--- src/rtl/dvp_rgb444_tx.sv ---
// OV7670-style DVP transmitter: vref/href frame timing with RGB444 pixels sent as two bytes.
// Optional internal 8-bar colour generator is built when DVP_TEST_PATTERN_EN is defined.
module dvp_rgb444_tx #(
    parameter int          H_ACTIVE    = 640,
    parameter int          V_ACTIVE    = 480,
    parameter int          H_BLANK     = 144,
    parameter int          VSYNC_LINES = 3,
    parameter int          V_BACK      = 17,
    parameter int          V_FRONT     = 10,
    parameter logic [11:0] FILL_RGB    = 12'h000
) (
    input  logic        clk,
    input  logic        rst_n,
    input  logic        en,
    input  logic [11:0] pix_data,
    input  logic        pix_valid,
`ifdef DVP_TEST_PATTERN_EN
    input  logic        pattern_en,
`endif
    output logic        pix_ready,
    output logic        vref,
    output logic        href,
    output logic [7:0]  d,
    output logic        frame_start,
    output logic        line_end,
    output logic        underrun,
    output logic        busy
);

    localparam int LINE  = 2 * H_ACTIVE + H_BLANK;
    localparam int HC_W  = $clog2(LINE);
    localparam int V_M1  = (VSYNC_LINES > V_BACK) ? VSYNC_LINES : V_BACK;
    localparam int V_M2  = (V_ACTIVE > V_FRONT) ? V_ACTIVE : V_FRONT;
    localparam int V_MAX = (V_M1 > V_M2) ? V_M1 : V_M2;
    localparam int LC_W  = (V_MAX > 1) ? $clog2(V_MAX) : 1;

    localparam logic [HC_W-1:0] HC_LAST     = HC_W'(LINE - 1);
    localparam logic [HC_W-1:0] HC_ACT      = HC_W'(2 * H_ACTIVE);
    localparam logic [HC_W-1:0] HC_ACT_LAST = HC_W'(2 * H_ACTIVE - 1);

    typedef enum logic [2:0] {
        ST_IDLE   = 3'd0,
        ST_VSYNC  = 3'd1,
        ST_VBACK  = 3'd2,
        ST_ACTIVE = 3'd3,
        ST_VFRONT = 3'd4
    } state_t;

    state_t            state_r;
    state_t            state_n_s;
    logic [HC_W-1:0]   hcnt_r;
    logic [HC_W-1:0]   hcnt_n_s;
    logic [LC_W-1:0]   lcnt_r;
    logic [LC_W-1:0]   lcnt_n_s;
    logic [11:0]       pix_r;
    logic [11:0]       pix_sel_s;
    logic              act_slot_s;
    logic              next_line_act_s;
    logic              ready_n_s;
    logic              fs_n_s;
    logic              pat_mode_s;

    function automatic logic [LC_W-1:0] last_line(input state_t st);
        case (st)
            ST_VSYNC:  return LC_W'(VSYNC_LINES - 1);
            ST_VBACK:  return LC_W'(V_BACK - 1);
            ST_ACTIVE: return LC_W'(V_ACTIVE - 1);
            ST_VFRONT: return LC_W'(V_FRONT - 1);
            default:   return {LC_W{1'b0}};
        endcase
    endfunction

`ifdef DVP_TEST_PATTERN_EN
    logic pattern_r;

    function automatic logic [11:0] bar_colour(input logic [HC_W-1:0] hc);
        int         px;
        int         bar;
        logic [2:0] b;
        px  = int'(hc >> 1);
        bar = (px * 8) / H_ACTIVE;
        b   = bar[2:0];
        return {{4{b[2]}}, {4{b[1]}}, {4{b[0]}}};
    endfunction

    assign pat_mode_s = pattern_r;

    // Latch the pattern selection once per frame so a frame is never mixed.
    always_ff @(posedge clk) begin
        if (!rst_n) begin
            pattern_r <= 1'b0;
        end else if (fs_n_s) begin
            pattern_r <= pattern_en;
        end else begin
            pattern_r <= pattern_r;
        end
    end
`else
    assign pat_mode_s = 1'b0;
`endif

    // Next raster position; the output registers are loaded from it so they line up with the counters.
    always_comb begin
        state_n_s = state_r;
        hcnt_n_s  = hcnt_r;
        lcnt_n_s  = lcnt_r;
        if (state_r == ST_IDLE) begin
            hcnt_n_s  = {HC_W{1'b0}};
            lcnt_n_s  = {LC_W{1'b0}};
            state_n_s = en ? ST_VSYNC : ST_IDLE;
        end else if (hcnt_r == HC_LAST) begin
            hcnt_n_s = {HC_W{1'b0}};
            if (lcnt_r == last_line(state_r)) begin
                lcnt_n_s = {LC_W{1'b0}};
                case (state_r)
                    ST_VSYNC:  state_n_s = ST_VBACK;
                    ST_VBACK:  state_n_s = ST_ACTIVE;
                    ST_ACTIVE: state_n_s = ST_VFRONT;
                    ST_VFRONT: state_n_s = en ? ST_VSYNC : ST_IDLE;
                    default:   state_n_s = ST_IDLE;
                endcase
            end else begin
                lcnt_n_s = lcnt_r + LC_W'(1);
            end
        end else begin
            hcnt_n_s = hcnt_r + HC_W'(1);
        end
    end

    // Slot decode for the upcoming cycle, including the look-ahead for the first pixel of a line.
    always_comb begin
        act_slot_s      = (state_n_s == ST_ACTIVE) && (hcnt_n_s < HC_ACT);
        fs_n_s          = (state_n_s == ST_VSYNC) && (state_r != ST_VSYNC);
        next_line_act_s = (hcnt_n_s == HC_LAST) &&
                          (((state_n_s == ST_VBACK) && (lcnt_n_s == last_line(ST_VBACK))) ||
                           ((state_n_s == ST_ACTIVE) && (lcnt_n_s != last_line(ST_ACTIVE))));
        ready_n_s       = !pat_mode_s &&
                          ((act_slot_s && hcnt_n_s[0] && (hcnt_n_s != HC_ACT_LAST)) || next_line_act_s);
    end

    // Pixel captured at a high-byte slot: generator, stream, or the fill colour on underrun.
    always_comb begin
        pix_sel_s = FILL_RGB;
`ifdef DVP_TEST_PATTERN_EN
        if (pat_mode_s) begin
            pix_sel_s = bar_colour(hcnt_n_s);
        end else if (pix_valid) begin
            pix_sel_s = pix_data;
        end else begin
            pix_sel_s = FILL_RGB;
        end
`else
        if (pix_valid) begin
            pix_sel_s = pix_data;
        end else begin
            pix_sel_s = FILL_RGB;
        end
`endif
    end

    // Raster state and all registered bus outputs.
    always_ff @(posedge clk) begin
        if (!rst_n) begin
            state_r     <= ST_IDLE;
            hcnt_r      <= {HC_W{1'b0}};
            lcnt_r      <= {LC_W{1'b0}};
            pix_r       <= 12'h000;
            vref        <= 1'b0;
            href        <= 1'b0;
            d           <= 8'h00;
            pix_ready   <= 1'b0;
            frame_start <= 1'b0;
            line_end    <= 1'b0;
            underrun    <= 1'b0;
            busy        <= 1'b0;
        end else begin
            state_r     <= state_n_s;
            hcnt_r      <= hcnt_n_s;
            lcnt_r      <= lcnt_n_s;
            busy        <= (state_n_s != ST_IDLE);
            vref        <= (state_n_s == ST_VSYNC);
            frame_start <= fs_n_s;
            href        <= act_slot_s;
            line_end    <= act_slot_s && (hcnt_n_s == HC_ACT_LAST);
            pix_ready   <= ready_n_s;
            if (act_slot_s && !hcnt_n_s[0]) begin
                pix_r <= pix_sel_s;
                d     <= pix_sel_s[11:4];
            end else if (act_slot_s) begin
                pix_r <= pix_r;
                d     <= {pix_r[3:0], 4'h0};
            end else begin
                pix_r <= pix_r;
                d     <= 8'h00;
            end
            if (pix_ready && !pix_valid) begin
                underrun <= 1'b1;
            end else begin
                underrun <= underrun;
            end
        end
    end

endmodule
--- config.mk ---
export PLATFORM = sky130hd
export DESIGN_NAME = dvp_rgb444_tx
export DESIGN_NICKNAME = d
export VERILOG_FILES = /design/src/rtl/dvp_rgb444_tx.sv
export SDC_FILE = /design/constraint.sdc
export NUM_CORES = 1
export LEC_CHECK = 0
export ABC_AREA = 0
export BUFFER_PORTS_ARGS = -buffer_cell sky130_fd_sc_hd__clkbuf_2
export CORE_ASPECT_RATIO = 1.75
export CORE_UTILIZATION = 40
export DETAILED_ROUTE_END_ITERATION = 12
export PLACE_DENSITY = 0.63
export SYNTH_ARGS = -nofsm -noshare
export SYNTH_HDL_FRONTEND = slang
export SYNTH_SLANG_ARGS = --single-unit
--- constraint.sdc ---
create_clock -name clk -period 2.92 [get_ports clk]
set_input_delay 0.438 -clock clk [delete_from_list [all_inputs] [get_ports clk]]
set_output_delay 0.438 -clock clk [all_outputs]
set_load 0.05 [all_outputs]
==> impl_metrics.ini <==
[run_status]
outcome = complete, no violations

[sta]
finalHoldViolCount = 0
finalCritPeriodShare_pct = 96.1
post-route-min-period_ps = 2810
hold_ws_ps = 346
max_freq_mhz = 356
relSlewSlack_pct = 40.8
grt_setup_unrepaired = false
slew_violations = 0
setup_viol = 0
worstMarginPinSlew_ps = 882
setup_slack_ps = 114
fin_skew_ps = 11.1
tns_ps = 0

[worst_hold_path]
hold_depth = 2
min_path_type = primary input to flop
hold-path-endpoint = pix_r[0]
min_from = pix_data[0]

[routing]
first_pass_iters = 4
drc = 0
drtAntennaViolNets = 0
wl_per_cell_um = 14.6
wl_mm = 5.44
num_vias = 1982
via_per_inst = 5.33
drt_iter0_markers = 78

[cts]
clock_latency_ps = 300
cts.sinks = 42
cts_setup_buffers = 0
holdBufCountCts = 0
cts_tree = done
clkTransAtPathRegs_ps = 90
h-tree-depth = 2
cts_inserted_buffers = 5
cts.path.max_buffers = 2
cts_root_buf = clkbuf_8

[setup_path]
crit_chain = or4b_4 -> nor4_4 -> buf_4 -> o2111ai_1 -> nand2_1 -> a22oi_1 -> or4_1 -> o22ai_1 -> a32o_1
reg2reg_depth = 9
slowest_stage = or4b_4
worst_path_largest_cell_delay_ps = 560
startpoint_type = flop
regToRegStartpoint = hcnt_r[4]
path_max_fanout = 11
endpoint_kind = flop
cp.required_ps = 3160
cp.arrival_ps = 3050
worstSetupPathType = flop to flop
rrSetupSlack_ps = 110
reg2reg_to = pix_ready

[synthesis]
ys_types = 53
synthArstFlopShare_pct = 0
ys_ff_latch = 42
synthCells = 263
yosys.cell_count.top_type = dfxtp_1
avgSynthCellArea_um2 = 8.37
syn-num-nets = 281
synth.area.top_cells = dfxtp_1, nor2_1, xnor2_1
synth_commonest_cells = dfxtp_1, nor2_1, nand2_1
syn_area_um2 = 2200
synth_edf_count = 0
synth_warnings = 0
synth_top_area_share_pct = 38.2
synth_flop_cell = dfxtp_1
yosys.area.top_type = dfxtp_1
ys_seq_area_share_pct = 38.2

[placement]
port_buffers = 30
place_area_um2 = 2470
dpl.cell_count = 364
post-place-ws_ps = 163
dp_hpwl_mm = 4.13
gp_congestion = 0.923

[final_layout]
final_cells = 372
fill_cells = 510
stdcell_area_um2 = 2600
nNetsFinal = 315
drive_gt1_share_pct = 22.1
multi_input_area_um2 = 1270
diodes = 0
regArea_um2 = 842
syn_to_final_growth_pct = 17.9
utilization_pct = 49.0

[global_routing]
grt_usage_pct = 20.0
grt-ovfl-total = 0
grt_pass1_wl_mm = 8.95
antenna_found_initial = 0
grt_pass1_vias = 1975
grt_start_max_net_pins = 15

[floorplan]
die_y_um = 100
dieArea_um2 = 5820
fp.dieW_um = 58.1
io_pins = 31
fp-row-count = 35
initial_utilization_pct = 41.6
core_um2 = 5300

[run]
maxCapViolCount = 0

[power]
peakVddDrop_v = 0.000169
power_mw = 1.13
p_per_area_nw_per_um2 = 435
leakage_nw = 0.994
-- cell type report --
class                      instances  share of cell area [%]
clock buffer                       5                    2.65
clock inverter                     3                    1.69
inverter                           7                    1.01
multi-input combinational        197                    48.8
sequential                        42                    32.4
tap                               74                    3.57
timing repair buffer              44                    9.83
-- routing by layer --
layer / GRT usage, % / wire, µm / part of all wire (%) / up-vias
li1: - / - / - / 1004
met1: 20.5 / 2120 / 39 / 930
met2: 37.7 / 3050 / 56 / 36
met3: 2.58 / 112 / 2.1 / 12
met4: 11.2 / 160 / 2.9 / 0
met5: 0 / 0 / 0 / -
-- worst max-delay path by stage --
stage | startpoint | to | slack [ps] | cells after the start
final | hcnt_r[4] | pix_ready | 110 | 9
after CTS | hcnt_r[0] | d[1] | 130 | 8
after detailed placement | hcnt_r[0] | d[1] | 160 | 8
after global placement | hcnt_r[0] | pix_r[3] | 210 | 8
after floorplan | hcnt_r[0] | d[0] | 250 | 10
after global routing | hcnt_r[5] | pix_ready | 5 | 9
-- cells by family (layout without fill, tap and decap cells) --
family	count (synthesis)	after routing	synth area share, %
mux	2	2	0.909
xor+xnor	22	22	8.75
compound gates	37	37	12.8
fa+ha+maj	2	2	1.14
buf+inv	24	59	4.66
flops	42	42	38.2
simple gates	134	134	33.5
-- power breakdown --
group | internal, mW | switching, mW | leakage (nW)
registers | 0.578 | 0.00632 | 0.340
clock network | 0.256 | 0.214 | 0.0585
logic | 0.0256 | 0.0477 | 0.596
total | 0.860 | 0.268 | 0.994
-- state kept, by name (all words and copies together), names as in the netlist --
name	flops
lcnt_r	9
state_r	3
pix_ready	1
href	1
busy	1
vref	1
d	8
underrun	1
frame_start	1
pix_r	4
line_end	1
hcnt_r	11
-- placed cells by master (no fill, tap or decap), drive strengths merged, types with 6 or more instances in the layout --
cell and instances:
a32o 6, xor2 8, nand3 17, a21oi 8, nor3 16, nor2 33, inv 7, and2 7
clkbuf 35, nand2 22, nor4 6, buf 14, xnor2 14, dfxtp 42
-- timing repair --
item,CTS,global route
hold endpoints to repair,0,0
resized for setup,0,3
endpoints found under the setup margin,0,2
-- worst max-delay path, delay by kind of cell, from the launching register on --
kind | cells | cell delay, ps
flops | 1 | 360
buf+inv | 1 | 260
compound gates | 4 | 480
simple gates | 4 | 1640
Note: power is estimated with default switching activity, not from simulation.
